===== src/rtl/clk_div_gen.sv =====
// Multi-channel clock divider / clock-enable generator with runtime ratios.
// Ratio changes are staged and take effect at a period boundary or on a global sync.
module clk_div_gen #(
  parameter int unsigned NUM_CH = 2,
  parameter int unsigned DIV_W  = 8,
  parameter logic [NUM_CH*DIV_W-1:0] INIT_DIV = {8'd32, 8'd16},
  localparam int unsigned CH_W = (NUM_CH > 1) ? $clog2(NUM_CH) : 1
) (
  input  logic              clk,
  input  logic              rst_n,
  input  logic              cfg_wr,
  input  logic [CH_W-1:0]   cfg_ch,
  input  logic [DIV_W-1:0]  cfg_div,
  input  logic              sync_i,
  output logic [NUM_CH-1:0] div_clk_o,
  output logic [NUM_CH-1:0] tick_o,
  output logic [NUM_CH-1:0] pend_o
);

  logic [DIV_W-1:0] act_q  [NUM_CH];
  logic [DIV_W-1:0] act_d  [NUM_CH];
  logic [DIV_W-1:0] pval_q [NUM_CH];
  logic [DIV_W-1:0] pval_d [NUM_CH];
  logic [DIV_W-1:0] cnt_q  [NUM_CH];
  logic [DIV_W-1:0] cnt_d  [NUM_CH];
  logic [NUM_CH-1:0] pflag_d, div_d, tick_d;

  logic             wr;
  logic             en;
  logic             apply;
  logic [DIV_W-1:0] n;
  logic [DIV_W:0]   h;

  // A write is only visible as pending for at least one cycle; staged ratios
  // are consumed at the following boundary, except a sync which takes the
  // write of its own cycle directly.
  always_comb begin
    wr      = 1'b0;
    en      = 1'b0;
    apply   = 1'b0;
    n       = '0;
    h       = '0;
    pflag_d = pend_o;
    div_d   = '0;
    tick_d  = '0;
    for (int unsigned c = 0; c < NUM_CH; c++) begin
      wr         = cfg_wr && (32'(cfg_ch) == c);
      act_d[c]   = act_q[c];
      pval_d[c]  = wr ? cfg_div : pval_q[c];
      cnt_d[c]   = cnt_q[c];
      pflag_d[c] = pend_o[c] | wr;
      en         = act_q[c] >= DIV_W'(2);
      n          = pend_o[c] ? pval_q[c] : act_q[c];
      apply      = 1'b0;
      if (sync_i) begin
        if (wr) n = cfg_div;
        apply      = 1'b1;
        pflag_d[c] = 1'b0;
      end else if (!en || (cnt_q[c] >= act_q[c] - DIV_W'(1))) begin
        apply      = 1'b1;
        pflag_d[c] = wr;
      end
      if (apply) begin
        act_d[c] = n;
        if (n >= DIV_W'(2)) begin
          cnt_d[c]  = '0;
          div_d[c]  = 1'b1;
          tick_d[c] = 1'b1;
        end
      end else begin
        h         = ({1'b0, act_q[c]} + (DIV_W+1)'(1)) >> 1;
        cnt_d[c]  = cnt_q[c] + DIV_W'(1);
        div_d[c]  = ({1'b0, cnt_q[c]} + (DIV_W+1)'(1)) < h;
      end
    end
  end

  // Counters reset to all-ones so the first edge after release is a boundary.
  always_ff @(posedge clk or negedge rst_n) begin
    if (!rst_n) begin
      for (int unsigned c = 0; c < NUM_CH; c++) begin
        act_q[c]  <= INIT_DIV[c*DIV_W +: DIV_W];
        pval_q[c] <= '0;
        cnt_q[c]  <= '1;
      end
      pend_o    <= '0;
      div_clk_o <= '0;
      tick_o    <= '0;
    end else begin
      for (int unsigned c = 0; c < NUM_CH; c++) begin
        act_q[c]  <= act_d[c];
        pval_q[c] <= pval_d[c];
        cnt_q[c]  <= cnt_d[c];
      end
      pend_o    <= pflag_d;
      div_clk_o <= div_d;
      tick_o    <= tick_d;
    end
  end

endmodule


===== config.mk =====
export PLATFORM = sky130hd
export DESIGN_NAME = clk_div_gen
export DESIGN_NICKNAME = d
export VERILOG_FILES = /design/src/rtl/clk_div_gen.sv
export SDC_FILE = /design/constraint.sdc
export NUM_CORES = 1
export LEC_CHECK = 0
export BUFFER_PORTS_ARGS = -buffer_cell sky130_fd_sc_hd__buf_2
export CAP_MARGIN = 20
export CELL_PAD_IN_SITES_DETAIL_PLACEMENT = 1
export CELL_PAD_IN_SITES_GLOBAL_PLACEMENT = 2
export CORE_MARGIN = 3
export CORE_UTILIZATION = 27
export CTS_CLUSTER_DIAMETER = 80
export DETAILED_ROUTE_END_ITERATION = 12
export GPL_TIMING_DRIVEN = 1
export PLACE_DENSITY_LB_ADDON = 0.1
export SKIP_LAST_GASP = 1
export SLEW_MARGIN = 10
export SYNTH_ARGS = -nofsm -noshare
export SYNTH_HDL_FRONTEND = slang
export SYNTH_SLANG_ARGS = --single-unit

===== constraint.sdc =====
create_clock -name clk -period 2.8 [get_ports clk]
set_input_delay 0.56 -clock clk [delete_from_list [all_inputs] [get_ports clk]]
set_output_delay 0.56 -clock clk [all_outputs]
set_load 0.05 [all_outputs]

==> results of run 1 <==
[cell usage in the layout, fill, tap and decap left out, types with 5 or more instances in the layout]
master | synthesis | final
buf_4 | 1 | 38
ha_1 | 38 | 37
dfrtp_1 | 36 | 36
nand2_1 | 27 | 27
xnor2_1 | 22 | 22
dfstp_2 | 18 | 18
buf_2 | 6 | 18
nand3_1 | 17 | 17
mux2_2 | 18 | 17
nor2_1 | 16 | 16
a22oi_1 | 17 | 16
inv_1 | 12 | 12
a21oi_1 | 13 | 12
o21ai_0 | 12 | 10
o2bb2ai_1 | 10 | 10
xor2_1 | 8 | 8
nor3_1 | 9 | 7
a21o_1 | 7 | 7
a22o_1 | 7 | 7
nand2b_1 | 6 | 6
nor4_1 | 6 | 6
o22ai_1 | 6 | 6
clkbuf_16 | 0 | 5
[path summary, 6_finish.rpt]
path	start	to	slack (ns)	cells after the start
setup / recovery	act_q[8]$_DFFE_PN0P_	div_clk_o[0]$_DFF_PN0_	0.06	11
hold / removal	rst_n	act_q[14]$_DFFE_PN0P_	0.23	1
setup reg to reg	act_q[8]$_DFFE_PN0P_	div_clk_o[0]$_DFF_PN0_	0.06	11
hold reg to reg	pval_q[0]$_DFFE_PN0P_	pval_q[0]$_DFFE_PN0P_	0.52	1
max in group asynchronous	rst_n	cnt_q[5]$_DFFE_PN1P_	1.85	2
min in group clk	pval_q[0]$_DFFE_PN0P_	pval_q[0]$_DFFE_PN0P_	0.52	1
[state kept, by name, summed over array words and instances (netlist names)]
signal     flops
pval_q        16
tick_o         2
div_clk_o      2
cnt_q         16
pend_o         2
act_q         16
[per-stage QoR]
| step | cell area [sq um] | TNS (ns) | setup slack, ns |
|---|---|---|---|
| 6_report | 4583 | 0 | 0.05857 |
| 5_1_grt | 4583 | -1.520 | -0.1538 |
| 4_1_cts | 4414 | 0 | 0.0009257 |
| 3_5_place_dp | 4262 | -0.5259 | -0.09341 |
| 3_3_place_gp | 4262 | -0.01752 | -0.01752 |
| 2_1_floorplan | 3769 | 0 | 0.02248 |
[power groups by stage]
stage          clock [mW]  sequential, mW  combinational (mW)
2_1_floorplan           0            1.18                1.20
3_3_place_gp            0            1.20                1.74
3_5_place_dp            0            1.21                1.78
4_1_cts             0.711            1.20                1.79
5_1_grt             0.744            1.24                2.09
6_report            0.675            1.20                1.86
[synth_stat cells (3+ instances only)]
| cell | count | share of area |
|---|---|---|
| o22ai_1 | 6 | 0.010 |
| nor3_1 | 9 | 0.012 |
| a21o_1 | 7 | 0.014 |
| nand2_1 | 27 | 0.027 |
| or2_2 | 3 | 0.0050 |
| ha_1 | 38 | 0.13 |
| xor2_1 | 8 | 0.019 |
| a21oi_1 | 13 | 0.017 |
| dfstp_2 | 18 | 0.13 |
| a22o_1 | 7 | 0.016 |
| mux2_2 | 18 | 0.054 |
| o2bb2ai_1 | 10 | 0.023 |
| nand2b_1 | 6 | 0.010 |
| nor2_1 | 16 | 0.016 |
| o21ai_2 | 3 | 0.0070 |
| o21ai_0 | 12 | 0.016 |
| clkbuf_1 | 8 | 0.0080 |
| nor2_2 | 3 | 0.0050 |
| nand4_1 | 3 | 0.0050 |
| nor3b_1 | 4 | 0.0080 |
| xnor2_1 | 22 | 0.051 |
| a22oi_1 | 17 | 0.034 |
| and2_1 | 3 | 0.0050 |
| inv_1 | 12 | 0.012 |
| buf_2 | 6 | 0.0080 |
| nor4_1 | 6 | 0.010 |
| dfrtp_1 | 36 | 0.24 |
| nand3_1 | 17 | 0.023 |
[metal layers]
| metal | track usage | vias up | routed length (microns) |
|---|---|---|---|
| met5 | 0 | - | 0 |
| met4 | 0.03901 | 0 | 158 |
| met3 | 0.03134 | 9 | 242 |
| met2 | 0.2223 | 25 | 4729 |
| met1 | 0.2035 | 1471 | 5220 |
| li1 | - | 1492 | - |
[worst max-delay path: stages, from the launching register on]
cell,delay (ns)
dfrtp_1,0.41
nor3_2,0.22
nand2_1,0.11
nor3_2,0.18
xnor2_1,0.10
ha_1,0.31
and3_4,0.18
a211oi_2,0.19
o21ai_2,0.09
a311o_2,0.46
and2_4,0.18
a41o_1,0.20
[cell type report]
| class | count | area, sq um | area share |
|---|---|---|---|
| Timing Repair Buffer | 59 | 417.9 | 0.09118 |
| Inverter | 12 | 45.04 | 0.009828 |
| Multi-Input combinational cell | 294 | 2375 | 0.5182 |
| Clock buffer | 5 | 125.1 | 0.02730 |
| Clock inverter | 3 | 26.28 | 0.005733 |
| Sequential cell | 54 | 1374 | 0.2998 |
| Tap cell | 176 | 220.2 | 0.04805 |
[what timing repair did]
item	in CTS	in global routing
setup endpoints to repair	15	37
pin swaps	1	15
setup buffers	0	6
resized for setup	2	22
[cell families after synthesis]
kind of cell,after synthesis
DFF,54
xor gates and xnor gates,30
muxes,20
buffers and inverters,28
and+or+nand+nor,114
adders and majority gates,38
AOI/OAI and AO/OA,92
==> results.json, run 1 <==
{
  "muxShareOfSynthArea": 0.05920,
  "fillCellCount": 1566,
  "slew_violations": 0,
  "fin_crit_sh": 0.9791,
  "synth_cells": 376,
  "nets": 477,
  "holdWs_ns": 0.2312,
  "yosysWarnings": 0,
  "dp.final_hpwl_microns": 8115,
  "powerDensity_nw_per_um2": 814.6,
  "ant_nets": 0,
  "yosysUniqueCellTypes": 55,
  "synth_fp_nets": 427,
  "synth_seq_cells": 54,
  "rows": 42,
  "synth_xor_xnor_area_share": 0.06984,
  "internal-power_mw": 2.239,
  "slew_headroom": 0.5230,
  "max-cap-violations": 0,
  "avgRoutedWirePerCell_microns": 17.17,
  "clk_latency_ns": 0.31,
  "overflow": 0,
  "drt-total-wl_microns": 10350,
  "synth_ff_type": "dfrtp_1",
  "outcome": "complete, no violations",
  "drcViolationCount": 0,
  "power.switching_mw": 1.494,
  "final_util": 0.3407,
  "cts_tree": "yes",
  "gp_congestion": 0.7553,
  "antenna_found_initial": 0,
  "max_freq_mhz": 364.8,
  "start_util": 0.2797,
  "avgSynthCellArea_sq_um": 10.01,
  "grt_max_degree": 23,
  "worst_pin_slew_ns": 0.7080,
  "finClkSkew_ns": 0.009517,
  "synth-seq-area-share": 0.3651,
  "required_ns": 2.99,
  "drive_above_1_share": 0.3068,
  "cp.arrival_ns": 2.94,
  "leakagePower_nw": 1.938,
  "clock_power_share": 0.181,
  "synth_compound_area_frac": 0.1832,
  "end_kind": "register",
  "grtUsageTotal": 0.1439,
  "n_antenna_cell": 0,
  "cts-htree-levels": 2,
  "dieArea_sq_um": 15390,
  "power.total_mw": 3.733,
  "numCtsBuffers": 5,
  "worstSetupPathType": "register to register",
  "fp.dieW_microns": 124.0,
  "cts.sinks": 54,
  "power_frac_comb": 0.497,
  "firstDrtPassIters": 4,
  "vias": 2997,
  "min-delay-path-class": "input pin to async pin",
  "setup_viol": 0,
  "placed_cells": 589,
  "grt_pass1_wl_microns": 16950,
  "clk_pin_slew_ns": 0.08,
  "synth_edf_count": 0,
  "portBuffers": 18,
  "p_sw_frac": 0.4003,
  "synth_top_family_by_area": "compound AO/OA/AOI/OAI gates",
  "cp_max_fo": 6,
  "ys_async_sr_fraction": 1.000,
  "synth_area_sq_um": 3762,
  "syn2layout_area_growth_pct": 21.82,
  "layoutNonFillerInstCount": 603,
  "irDropWorstVdd_uv": 335.0,
  "first_global_vias": 3099,
  "synth_adder_area_share": 0.1264,
  "core_sq_um": 13450,
  "hold_violations": 0,
  "rsz0062_at_grt": "true",
  "hold_buffers": 0,
  "clock-root-buffer": "clkbuf_16",
  "min_period_ns": 2.741,
  "cp-start-kind": "register",
  "via_per_inst": 4.970,
  "clock_path_buffers": 2,
  "synthSimpleGateAreaFrac": 0.1633,
  "ios": 19,
  "seqPwrFrac": 0.322,
  "drtIter0Drc": 95,
  "die_y_microns": 124.0
}
Power figures use the tool's default switching activity.
==> run 2, diff against run 1 <==
--- a/config.mk
+++ b/config.mk
@@ -5,6 +5,7 @@
 export SDC_FILE = /design/constraint.sdc
 export NUM_CORES = 1
 export LEC_CHECK = 0
+export ABC_AREA = 1
 export BUFFER_PORTS_ARGS = -buffer_cell sky130_fd_sc_hd__buf_2
 export CAP_MARGIN = 20
 export CELL_PAD_IN_SITES_DETAIL_PLACEMENT = 1
==> run 2 against run 1 <==
Effect of this change:
- total power rose by 14%
- clock power grew 3%
- non-clock buffer count fell by 31
- global-route usage increased by 1.1 points
- critical path type unchanged
- maximum frequency increased by 9.9%
- worst hold slack improved by 0.17 ns
==> results.json, run 2 <==
{
  "fin_crit_sh": 0.8905,
  "max_freq_mhz": 401.1,
  "clock_power_share": 0.163,
  "first_global_vias": 3791,
  "max-cap-violations": 0,
  "grt_max_degree": 55,
  "synthTopCellsByCount": "nand2_1 (179), inv_1 (56), nand3_1 (40)",
  "drt-total-wl_microns": 12020,
  "hold_violations": 0,
  "reg2reg_from": "act_q[1]$_DFFE_PN0P_",
  "leakagePower_nw": 2.308,
  "max_stage_delay_ns": 0.44,
  "clk_pin_slew_ns": 0.08,
  "worstSetupPathType": "register to register",
  "slew_headroom": 0.5076,
  "gp_congestion": 0.7519,
  "portBuffers": 18,
  "cp-start-kind": "register",
  "ant_nets": 0,
  "rsz0062_at_grt": "false",
  "numCtsBuffers": 5,
  "powerDensity_nw_per_um2": 924.4,
  "synth_seq_cells": 54,
  "synth-seq-area-share": 0.3308,
  "tns_ns": 0,
  "final_area_sq_um": 4589,
  "synth_ff_type": "dfrtp_1",
  "dieArea_sq_um": 16910,
  "antenna_found_initial": 0,
  "drtIter0Drc": 118,
  "syn2layout_area_growth_pct": 10.52,
  "ios": 19,
  "reg2reg_slack_ns": 0.31,
  "p_sw_frac": 0.4857,
  "ys_async_sr_fraction": 1.000,
  "synth_area_sq_um": 4153,
  "critPathTopFamily": "simple AND/OR/NAND/NOR gates",
  "seqPwrFrac": 0.298,
  "power_frac_comb": 0.539,
  "worst_pin_slew_ns": 0.7386,
  "required_ns": 2.99,
  "yosysMostFrequentCell": "nand2_1",
  "nets": 629,
  "slew_violations": 0,
  "cp.arrival_ns": 2.69,
  "cp_max_fo": 14,
  "firstDrtPassIters": 4,
  "final_cell_mix": "nand2_1 (179), inv_1 (56), nand3_1 (40)",
  "end_kind": "register",
  "rows": 44,
  "r2r_cells": 16,
  "synth_top_area_share": 0.2169,
  "start_util": 0.2804,
  "synth_fp_nets": 613,
  "avgSynthCellArea_sq_um": 7.389,
  "cts.sinks": 54,
  "finClkSkew_ns": 0.007865,
  "core_sq_um": 14810,
  "top_regs": "act_q x16, cnt_q x16, pval_q x16",
  "path_depth": 16,
  "synth_cells": 562,
  "power.total_mw": 4.243,
  "dp.final_hpwl_microns": 9313,
  "overflow": 0,
  "clk_latency_ns": 0.31,
  "avgRoutedWirePerCell_microns": 15.76,
  "grt_pass1_wl_microns": 20290,
  "synth_edf_count": 0,
  "cts_tree": "yes",
  "synth.area.top_cells": "dfrtp_1 (22%), nand2_1 (16%), ha_1 (11%)",
  "synth_top_area_cell": "dfrtp_1",
  "drcViolationCount": 0,
  "drive_above_1_share": 0.1399,
  "r2r_end": "act_q[0]$_DFFE_PN0P_",
  "die_y_microns": 130.0,
  "clock-root-buffer": "clkbuf_16",
  "cp_cell_sequence": "inv_1, ha_1, nand2_1, nor3_2, xor2_1, inv_1, ha_1, nand2_1, inv_1, nand2_1, nand2_1, nor2_1, nand2_2, buf_4, o211ai_1, o21ai_1",
  "crit_buf_inv": 4,
  "internal-power_mw": 2.182,
  "dpl_cell_area_sq_um": 4427,
  "vias": 3546,
  "final_common_cell": "nand2_1",
  "n_antenna_cell": 0,
  "yosysUniqueCellTypes": 36,
  "min-delay-path-class": "input pin to async pin",
  "via_per_inst": 4.647,
  "cts-htree-levels": 2,
  "fp.dieW_microns": 130.0,
  "yosysWarnings": 0,
  "setup_viol": 0,
  "power.switching_mw": 2.061,
  "grtUsageTotal": 0.1553,
  "min_period_ns": 2.493,
  "outcome": "complete, no violations",
  "crit_top_cell": "nand2_1",
  "clock_path_buffers": 2,
  "irDropWorstVdd_uv": 258.3,
  "final_util": 0.3099,
  "critical-path-slowest-cell": "dfrtp_1"
}
[run 2: changes by cell type in the layout (fill, tap and decap cells not counted), sizes merged, moves of 17 or more]
cell   change
o21ai     +23
inv       +47
nand2    +158
nor2      +26
xor2      +21
mux2      -18
a22oi     -17
nand3     +26
buf       -31
[run 2: power groups by stage]
stage               clock network [mW]  registers [mW]  logic [mW]
CTS                              0.735            1.27        2.33
floorplan                            0            1.25        1.69
finish                           0.692            1.27        2.28
global placement                     0            1.28        2.29
global route                     0.754            1.31        2.67
detailed placement                   0            1.28        2.32
[run 2: worst max path at each step]
stage,start,to,slack [ns]
after floorplan,act_q[0]$_DFFE_PN0P_,div_clk_o[1]$_DFF_PN0_,0.58
after global placement,act_q[1]$_DFFE_PN0P_,act_q[4]$_DFFE_PN0P_,0.36
after detailed placement,act_q[1]$_DFFE_PN0P_,act_q[2]$_DFFE_PN0P_,0.24
after CTS,act_q[1]$_DFFE_PN0P_,div_clk_o[1]$_DFF_PN0_,0.21
after global routing,act_q[1]$_DFFE_PN0P_,act_q[0]$_DFFE_PN0P_,0.04
final,act_q[1]$_DFFE_PN0P_,act_q[0]$_DFFE_PN0P_,0.31
[run 2: cell type report]
class	instances	area, sq um
Fill cell	1827	10220
Tap cell	184	230.2
Inverter	62	235.2
Clock inverter	2	16.27
Clock buffer	6	138.9
Timing Repair Buffer	28	165.2
Multi-Input combinational cell	427	2430
Sequential cell	54	1374
[run 2: per-layer routing]
metal / global-route usage / part of all wire / up-vias / wire, microns
li1: - / - / 1828 / -
met1: 0.2126 / 0.49 / 1675 / 5891
met2: 0.2544 / 0.46 / 35 / 5586
met3: 0.02415 / 0.033 / 8 / 399
met4: 0.04401 / 0.012 / 0 / 147
met5: 0 / 0 / - / 0
[run 2: cell families after synthesis]
| group | after synthesis | share of synthesized area |
|---|---|---|
| compound gates | 57 | 0.07713 |
| xor+xnor | 36 | 0.07593 |
| fa+ha+maj | 38 | 0.1145 |
| buf+inv | 81 | 0.08526 |
| flops | 54 | 0.3308 |
| simple gates | 296 | 0.3164 |
[run 2: timing repair]
| action | in CTS | in global routing |
|---|---|---|
| endpoints found under the setup margin | 0 | 16 |
| hold buffers | 0 | 0 |
| gates resized for setup | 0 | 3 |
| buffers inserted | 0 | 0 |
[run 2: stage by stage]
step	instances	hold slack, ns	setup WS, ns
floorplan	562	0.2644	0.5776
global placement	755	0.4698	0.3640
detailed placement	755	0.4739	0.2377
CTS	763	0.4251	0.2105
global route	763	0.4631	0.04115
finish	763	0.3993	0.3066
==> run 3, diff against run 2 <==
--- a/config.mk
+++ b/config.mk
@@ -15,7 +15,8 @@
 export CTS_CLUSTER_DIAMETER = 80
 export DETAILED_ROUTE_END_ITERATION = 12
 export GPL_TIMING_DRIVEN = 1
-export PLACE_DENSITY_LB_ADDON = 0.1
+export PLACE_DENSITY = 0.64
+export RECOVER_POWER = 25
 export SKIP_LAST_GASP = 1
 export SLEW_MARGIN = 10
 export SYNTH_ARGS = -nofsm -noshare
==> run 3 against run 2 <==
Effect of this change:
- the run now ends with max-capacitance violations, max-slew violations left
- clock power increased by 4.6%
- core utilization unchanged
- final area unchanged
- worst hold slack improved by 0.089 ns
- critical path type unchanged
- critical endpoint is now div_clk_o[1]$_DFF_PN0_
==> results.json, run 3 (same netlist as run 2, synthesis figures left out) <==
{
  "syn2layout_area_growth_pct": 10.52,
  "slew_headroom": -0.1939,
  "critical-path-slowest-cell": "dfrtp_1",
  "hold_end": "pval_q[11]$_DFFE_PN0P_",
  "end_kind": "register",
  "numCtsBuffers": 5,
  "clk_latency_ns": 0.30,
  "firstDrtPassIters": 4,
  "drt-total-wl_microns": 11450,
  "min_period_ns": 2.476,
  "power_frac_comb": 0.530,
  "rsz0062_at_grt": "false",
  "core_sq_um": 14810,
  "finClkSkew_ns": 0.008102,
  "cts_setup_buffers": 0,
  "cts_tree": "yes",
  "cp-start-kind": "register",
  "clock_power_share": 0.171,
  "top_regs": "act_q x16, cnt_q x16, pval_q x16",
  "via_per_inst": 4.659,
  "first_global_vias": 3732,
  "overflow": 0,
  "setup_viol": 0,
  "dp.final_hpwl_microns": 9080,
  "reg2reg_slack_ns": 0.32,
  "placed_cells": 754,
  "cp_cell_sequence": "inv_1, ha_1, nand2_1, nor3_1, xor2_1, inv_1, ha_1, nand2_1, inv_1, nand2_1, nand2_1, nor2_1, nand2_2, buf_4, nand2_2, nand2_1",
  "max_freq_mhz": 403.9,
  "grt_max_degree": 29,
  "ios": 19,
  "avgRoutedWirePerCell_microns": 15.03,
  "min_path_cells": 2,
  "cts-htree-levels": 2,
  "grtUsageTotal": 0.1469,
  "slew_violations": 27,
  "reg2reg_from": "act_q[1]$_DFFE_PN0P_",
  "grt_pass1_wl_microns": 19500,
  "required_ns": 2.99,
  "powerDensity_nw_per_um2": 921.2,
  "fp.dieW_microns": 130.0,
  "vias": 3550,
  "fillCellCount": 1830,
  "hold_violations": 0,
  "cp_max_fo": 9,
  "ant_nets": 0,
  "dieArea_sq_um": 16910,
  "max_stage_delay_ns": 0.44,
  "antenna_found_initial": 1,
  "leakagePower_nw": 2.300,
  "internal-power_mw": 2.230,
  "irDropWorstVdd_uv": 279.9,
  "worst_pin_slew_ns": 1.791,
  "p_sw_frac": 0.4726,
  "drive_above_1_share": 0.1280,
  "drtIter0Drc": 101,
  "r2r_end": "div_clk_o[1]$_DFF_PN0_",
  "clock_path_buffers": 2,
  "drcViolationCount": 0,
  "min-delay-path-class": "register to register",
  "clk_pin_slew_ns": 0.08,
  "final_cell_mix": "nand2_1 (180), inv_1 (56), nand3_1 (40)",
  "crit_path_start": "act_q[1]$_DFFE_PN0P_",
  "clock-root-buffer": "clkbuf_16",
  "nets": 628,
  "fin_crit_sh": 0.8842,
  "portBuffers": 18,
  "rows": 44,
  "start_util": 0.2804,
  "outcome": "finished, violations left",
  "hold_start": "pval_q[11]$_DFFE_PN0P_",
  "violations": "max-capacitance violations, max-slew violations",
  "r2r_cells": 16,
  "worstSetupPathType": "register to register",
  "power.switching_mw": 1.998,
  "max-cap-violations": 1,
  "layoutNonFillerInstCount": 762,
  "seqPwrFrac": 0.299,
  "gp_congestion": 0.7580,
  "final_common_cell": "nand2_1",
  "seqCellArea_sq_um": 1374,
  "crit_top_cell": "nand2_1",
  "tns_ns": 0,
  "n_antenna_cell": 0,
  "die_y_microns": 130.0,
  "cts.sinks": 54,
  "cp.arrival_ns": 2.67,
  "multi_input_area_sq_um": 2417
}
-- run 3: final cells by class --
type                    count  area share
clock inverters             2    0.007361
repair buffers             27     0.03653
multi-input cells         427      0.5267
clock buffers               6     0.02808
flip-flops and latches     54      0.2993
well taps                 184     0.05016
inverters                  62     0.05180
-- run 3: worst max-delay path, delay by kind of cell (launching register included) --
family	cells	cell delay [ns]
buffers and inverters	4	0.44
adder cells (fa/ha/maj)	2	0.45
AND/OR/NAND/NOR	9	0.87
flip-flops	1	0.44
XOR/XNOR	1	0.16
-- run 3: per-stage QoR --
step / utilization / hold WS (ns) / power (mW) / setup slack (ns) / area (sq um)
after CTS: 0.3102 / 0.3433 / 4.326 / 0.1925 / 4594
final: 0.3099 / 0.4883 / 4.228 / 0.3242 / 4589
after global routing: 0.3099 / 0.5107 / 4.714 / 0.03061 / 4589
after global placement: 0.2993 / 0.4699 / 3.508 / 0.3050 / 4432
after floorplan: - / 0.2644 / 2.941 / 0.5776 / 4153
after detailed placement: 0.2993 / 0.4742 / 3.570 / 0.2018 / 4432
-- run 3: how the worst max path moves through the flow --
stage | end | slack [ns] | cells past startpoint
after detailed placement | act_q[3]$_DFFE_PN0P_ | 0.20 | 16
after CTS | act_q[3]$_DFFE_PN0P_ | 0.19 | 16
after global placement | act_q[7]$_DFFE_PN0P_ | 0.31 | 13
after floorplan | div_clk_o[1]$_DFF_PN0_ | 0.58 | 16
after global routing | act_q[3]$_DFFE_PN0P_ | 0.03 | 16
final | div_clk_o[1]$_DFF_PN0_ | 0.32 | 16
-- run 3: power groups by stage --
| stage | combinational (mW) | clock (mW) | sequential [mW] |
|---|---|---|---|
| floorplan | 1.69 | 0 | 1.25 |
| global placement | 2.23 | 0 | 1.28 |
| detailed placement | 2.29 | 0 | 1.28 |
| CTS | 2.30 | 0.759 | 1.27 |
| global route | 2.62 | 0.785 | 1.31 |
| finish | 2.24 | 0.724 | 1.26 |
-- run 3: metal layers --
layer  vias up  GRT usage  part of all wire  wire [microns]
met4         0    0.03301             0.010             118
met1      1681     0.2037              0.49            5664
li1       1826          -                 -               -
met5         -          0                 0               0
met3         8    0.01924             0.023             260
met2        35     0.2441              0.47            5411
-- run 3: repair_timing --
action                                 in CTS  in global routing
resized for setup                           0                  3
hold buffers                                0                  0
setup endpoints to repair                   0                 15
endpoints found under the hold margin       0                  0
